--- src/rtl/draw_rect_anim.sv ---
// draw_rect_anim: pixel stage that sits behind the VGA timing generator.
// Re-emits the timing signals one pclk later and overlays a solid rectangle
// on the background stream. The rectangle bounces inside the active area and
// moves once per frame, at the rising edge of vertical blank.
// Optional build macro DRAW_RECT_PAUSE_EN adds a `pause` input. While `pause`
// is high at a frame tick, position and direction hold. Drawing is unaffected.
module draw_rect_anim #(
    parameter int unsigned RECT_W     = 48,
    parameter int unsigned RECT_H     = 64,
    parameter logic [11:0] RECT_COLOR = 12'hF00,
    parameter int unsigned H_ACTIVE   = 800,
    parameter int unsigned V_ACTIVE   = 600,
    parameter int unsigned STEP       = 1,
    parameter int unsigned X0         = 100,
    parameter int unsigned Y0         = 100
) (
    input  logic        pclk,
    input  logic        rst,
`ifdef DRAW_RECT_PAUSE_EN
    input  logic        pause,
`endif
    input  logic [10:0] hcount_in,
    input  logic        hsync_in,
    input  logic        hblnk_in,
    input  logic [10:0] vcount_in,
    input  logic        vsync_in,
    input  logic        vblnk_in,
    input  logic [11:0] rgb_in,
    output logic [10:0] hcount_out,
    output logic        hsync_out,
    output logic        hblnk_out,
    output logic [10:0] vcount_out,
    output logic        vsync_out,
    output logic        vblnk_out,
    output logic [11:0] rgb_out,
    output logic [10:0] x_pos,
    output logic [10:0] y_pos
);

    localparam int unsigned XMAX = H_ACTIVE - RECT_W;
    localparam int unsigned YMAX = V_ACTIVE - RECT_H;

    localparam logic [10:0] XMAX11   = 11'(XMAX);
    localparam logic [10:0] YMAX11   = 11'(YMAX);
    localparam logic [11:0] RECT_W12 = 12'(RECT_W);
    localparam logic [11:0] RECT_H12 = 12'(RECT_H);
    localparam logic [11:0] STEP12   = 12'(STEP);

    // Illegal configurations stop elaboration.
    if (X0 > XMAX) begin : g_bad_x0
        $fatal(1, "draw_rect_anim: X0 must not exceed H_ACTIVE-RECT_W");
    end
    if (Y0 > YMAX) begin : g_bad_y0
        $fatal(1, "draw_rect_anim: Y0 must not exceed V_ACTIVE-RECT_H");
    end
    if (STEP < 1 || STEP > 15) begin : g_bad_step
        $fatal(1, "draw_rect_anim: STEP must be in 1..15");
    end

    // Forward means right on X and down on Y.
    typedef enum logic {
        DIR_FWD  = 1'b0,
        DIR_BACK = 1'b1
    } dir_t;

    // Bounce one axis by STEP. The result is {next_dir, next_pos}.
    // The comparison is done at 12 bits so that pos+STEP cannot wrap.
    function automatic logic [11:0] bounce(input logic [10:0] pos,
                                           input logic        dir,
                                           input logic [10:0] lim);
        logic [11:0] p;
        p = {1'b0, pos};
        if (dir == DIR_FWD) begin
            if (p + STEP12 >= {1'b0, lim}) return {DIR_BACK, lim};
            else                           return {DIR_FWD, 11'(p + STEP12)};
        end else begin
            if (p <= STEP12) return {DIR_FWD, 11'd0};
            else             return {DIR_BACK, 11'(p - STEP12)};
        end
    endfunction

    logic [10:0] hcount_q, vcount_q;
    logic        hsync_q, hblnk_q, vsync_q, vblnk_q;
    logic [11:0] rgb_q, rgb_d;
    logic [10:0] x_pos_q, y_pos_q;
    dir_t        dir_x_q, dir_y_q;
    logic        armed_q;
    logic        frame_tick, move;
    logic [11:0] mv_x_d, mv_y_d;
    logic        in_x, in_y;

    // Rectangle hit test against the registered position (12-bit, unsigned).
    assign in_x = ({1'b0, hcount_in} >= {1'b0, x_pos_q}) &&
                  ({1'b0, hcount_in} <  {1'b0, x_pos_q} + RECT_W12);
    assign in_y = ({1'b0, vcount_in} >= {1'b0, y_pos_q}) &&
                  ({1'b0, vcount_in} <  {1'b0, y_pos_q} + RECT_H12);

    // Pixel colour selection: blanking wins, then the rectangle, then background.
    always_comb begin
        rgb_d = rgb_in;
        if (hblnk_in | vblnk_in)
            rgb_d = 12'h000;
        else if (in_x && in_y)
            rgb_d = RECT_COLOR;
    end

    // Timing re-emit and composed pixel, one register stage.
    always_ff @(posedge pclk or posedge rst) begin
        if (rst) begin
            hcount_q <= '0;
            hsync_q  <= 1'b0;
            hblnk_q  <= 1'b0;
            vcount_q <= '0;
            vsync_q  <= 1'b0;
            vblnk_q  <= 1'b0;
            rgb_q    <= '0;
        end else begin
            hcount_q <= hcount_in;
            hsync_q  <= hsync_in;
            hblnk_q  <= hblnk_in;
            vcount_q <= vcount_in;
            vsync_q  <= vsync_in;
            vblnk_q  <= vblnk_in;
            rgb_q    <= rgb_d;
        end
    end

    // vblnk_q doubles as the delayed vblank used for edge detection. armed_q
    // blocks a tick until vblank has been seen low after reset, so a vblank
    // that is already high at release does not count as a new frame.
    assign frame_tick = vblnk_in & ~vblnk_q & armed_q;
`ifdef DRAW_RECT_PAUSE_EN
    assign move = frame_tick & ~pause;
`else
    assign move = frame_tick;
`endif

    // Track whether vblank has been low since reset.
    always_ff @(posedge pclk or posedge rst) begin
        if (rst) armed_q <= 1'b0;
        else if (!vblnk_in) armed_q <= 1'b1;
    end

    assign mv_x_d = bounce(x_pos_q, dir_x_q, XMAX11);
    assign mv_y_d = bounce(y_pos_q, dir_y_q, YMAX11);

    // Position and direction update once per frame. The axes are independent.
    always_ff @(posedge pclk or posedge rst) begin
        if (rst) begin
            x_pos_q <= 11'(X0);
            y_pos_q <= 11'(Y0);
            dir_x_q <= DIR_FWD;
            dir_y_q <= DIR_FWD;
        end else if (move) begin
            x_pos_q <= mv_x_d[10:0];
            dir_x_q <= dir_t'(mv_x_d[11]);
            y_pos_q <= mv_y_d[10:0];
            dir_y_q <= dir_t'(mv_y_d[11]);
        end
    end

    assign hcount_out = hcount_q;
    assign hsync_out  = hsync_q;
    assign hblnk_out  = hblnk_q;
    assign vcount_out = vcount_q;
    assign vsync_out  = vsync_q;
    assign vblnk_out  = vblnk_q;
    assign rgb_out    = rgb_q;
    assign x_pos      = x_pos_q;
    assign y_pos      = y_pos_q;

endmodule

--- config.mk ---
export PLATFORM = sky130hd
export DESIGN_NAME = draw_rect_anim
export DESIGN_NICKNAME = d
export VERILOG_FILES = /design/src/rtl/draw_rect_anim.sv
export SDC_FILE = /design/constraint.sdc
export NUM_CORES = 1
export LEC_CHECK = 0
export ABC_AREA = 1
export BUFFER_PORTS_ARGS = -buffer_cell sky130_fd_sc_hd__buf_2
export CAP_MARGIN = 20
export CELL_PAD_IN_SITES_DETAIL_PLACEMENT = 1
export CELL_PAD_IN_SITES_GLOBAL_PLACEMENT = 1
export CORE_AREA = 2 2 131 120
export DETAILED_ROUTE_END_ITERATION = 12
export DIE_AREA = 0 0 133 122
export PLACE_DENSITY_LB_ADDON = 0.05
export REMOVE_ABC_BUFFERS = 1
export SYNTH_ARGS = -nofsm -noshare
export SYNTH_HDL_FRONTEND = slang
export SYNTH_SLANG_ARGS = --single-unit
--- constraint.sdc ---
create_clock -name pclk -period 2.2 [get_ports pclk]
set_input_delay 0.11 -clock pclk [delete_from_list [all_inputs] [get_ports pclk]]
set_output_delay 0.11 -clock pclk [all_outputs]
set_load 0.01 [all_outputs]
==> impl_metrics.csv <==
group,metric,value,unit
critical_path,startpoint_type,"flip-flop",
clock_tree,cts_max_level,3,
clock_tree,cts_sinks,63,
status,status,"complete, but fails checks",
floorplan,die_h,122,µm
critical_path,cp.required,2.43,ns
route,remaining_drc_errors,0,
synth,synthCells,575,
synth,syn_area_per_cell,7.66,µm²
synth,netlist_area,4410,µm²
synth,post-synth-top-count-cell,"nand2_1",
finish,regArea,1590,µm²
sta,min_period_over_period,1.05,
critical_path,ff2ff_setup_slack,-0.10,ns
sta,relSlewSlack,0.568,
route,first_pass_iters,4,
clock_tree,root_buffer,"clkbuf_16",
global_routing,grt_max_degree,45,
synth,synth_largest_area_cell,"dfrtp_1",
route,first_iter_violations,166,
route,ant_nets,0,
place,place.gp.congestion,0.829,
clock_tree,clockBufferDepth,2,
status,violations,"negative setup slack",
floorplan,core,15000,µm²
sta,setup_viol,12,
clock_tree,clkLatencyLatePin,0.34,ns
sta,tightest_slew,0.647,ns
sta,drv_slew,0,
finish,diodes,0,
finish,layout-drive-gt1-share,0.327,
power_and_ir_drop,pwr_density_cell,1260,nW/µm²
global_routing,grt_antenna_before_repair,0,
critical_path,crit_type,"flip-flop to flip-flop",
route,wire_per_inst,15.9,µm
power_and_ir_drop,peakVddDrop,536,µV
synth,synth_edf_count,0,
flow_run,cap_violations,0,
floorplan,ioPinCount,100,
synth,synthDistinctLibCells,36,
global_routing,grt_overflow,0,
synth,ys_ff_latch,63,
critical_path,crit_path_end_kind,"flip-flop",
floorplan,dieArea,16200,µm²
place,io_buffers,99,
worst_hold_path,holdCritPathClass,"input pin to flip-flop",
finish,multi_input_area,2640,µm²
synth,yosysSeqAreaShare,0.359,
floorplan,initial_utilization,0.294,
clock_tree,clk_pin_slew,0.05,ns
sta,setup_ws,-0.102,ns
sta,hold_viol_final,0,
floorplan,die_w,133,µm
synth,async_flop_share,1.00,
sta,hold-worst-slack,0.0164,ns
clock_tree,cts_made_buffers,9,
sta,fin_tns_setup,-1.00,ns
synth,synth_common_cells,"nand2_1, nor2_1, inv_1",
sta,rsz0062_at_grt,"yes",
finish,syn2layout_area_growth,44.1,%
global_routing,first_global_vias,4662,
finish,nNetsFinal,844,
place,dp_hpwl,11900,µm
global_routing,grt_pass1_wl,24600,µm
route,vias,4506,
sta,max_freq,0.434,GHz
critical_path,cp_data_arrival_time,2.53,ns
sta,min_period,2.30,ns
synth,synth_ff_type,"dfrtp_1",
sta,skew,0.0107,ns
synth,synth.area.top_cells,"dfrtp_1, ha_1, nand2_1",
finish,nFillCells,1847,
power_and_ir_drop,power_leakage,3.20,nW
route,vias_per_cell,4.66,
floorplan,rows,43,
synth,yosys_warnings,0,
critical_path,crit_fanout,8,
clock_tree,cts_tree,"built",
synth,yosys.area.top_type_share,0.324,
route,routed_wl,15400,µm
global_routing,grt_usage,0.196,
[kinds of logic (layout without fill, tap and decap cells)]
group,after synthesis,in the layout,synth area share
xor gates and xnor gates,21,21,0.0417
DFF,63,63,0.359
buffers and inverters,83,273,0.0832
AOI/OAI and AO/OA,83,83,0.106
and+or+nand+nor,281,281,0.285
adders and majority gates,44,44,0.125
[final cells by class]
class / instances / area share
repair buffers: 192 / 0.203
clock buffers: 10 / 0.0376
clock inverters: 6 / 0.0146
well taps: 202 / 0.0398
flip-flops and latches: 63 / 0.250
multi-input cells: 429 / 0.416
inverters: 65 / 0.0396
[routing by layer]
metal / track usage / vias to the layer above / wire length, µm
li1: - / 2255 / -
met2: 0.306 / 103 / 6760
met3: 0.0350 / 9 / 777
met5: 0 / - / 0
met4: 0.0504 / 0 / 136
met1: 0.280 / 2139 / 7740
[layout by cell type (no fill, tap or decap), drive strengths merged, types with 10 or more instances in the layout]
master / count
dlygate4sd3: 32
nand4: 11
o21ai: 24
nand3: 43
ha: 44
inv: 65
a21oi: 47
buf: 160
nor2: 88
xor2: 20
nand2: 124
dfrtp: 57
clkbuf: 10
[registers in the layout, summed over array words and instances, names as in the netlist]
signal      flops
hcount_out     11
armed_q         1
vsync_out       1
dir_y_q         1
vblnk_out       1
rgb_out        12
hblnk_out       1
x_pos          11
dir_x_q         1
y_pos          11
hsync_out       1
vcount_out     11
[power by group]
part	switching, mW	total, mW	internal [mW]
combinational	2.69	4.69	1.99
clock	0.546	1.57	1.03
sequential	0.307	1.72	1.42
total	3.55	7.98	4.44
[through the flow]
| step | std cells | power (mW) | area (µm²) | util | worst slack, ns |
|---|---|---|---|---|---|
| 2_1_floorplan | 557 | 4.15 | 4280 | - | -1.03 |
| 3_3_place_gp | 909 | 5.83 | 5430 | 0.362 | -0.129 |
| 3_5_place_dp | 909 | 5.91 | 5430 | 0.362 | -0.237 |
| 4_1_cts | 958 | 7.65 | 6120 | 0.408 | -0.151 |
| 5_1_grt | 967 | 8.71 | 6350 | 0.423 | -0.239 |
| 6_report | 967 | 7.98 | 6350 | 0.423 | -0.102 |
[critical path, stage by stage, from the launching register on]
cell      delay, ns
dfstp_2        0.60
ha_4           0.16
nand3_1        0.07
nand2_1        0.09
nand2_2        0.06
inv_2          0.07
ha_4           0.19
a21boi_4       0.14
o21ai_1        0.11
nand2_1        0.08
nor2_1         0.12
nand2_1        0.08
nor2_2         0.13
nand2_2        0.12
clkinv_4       0.11
nor2_1         0.05
[what timing repair did]
action	in CTS	in global routing
hold buffers	32	0
hold endpoints to repair	47	0
resized for setup	9	39
pin swaps	6	21
endpoints found under the setup margin	12	24
buffers inserted	1	9
[worst paths after layout]
kind	startpoint	to	cells after the start
min in group asynchronous	rst	hcount_out[10]	3
worst max register to register	y_pos[6]	rgb_out[2]	15
worst max-delay path	y_pos[6]	rgb_out[2]	15
worst min register to register	armed_q	armed_q	2
max in group asynchronous	rst	y_pos[6]	4
worst min-delay path	rgb_in[1]	rgb_out[1]	3
No activity file was read; power rests on OpenSTA's default activity.
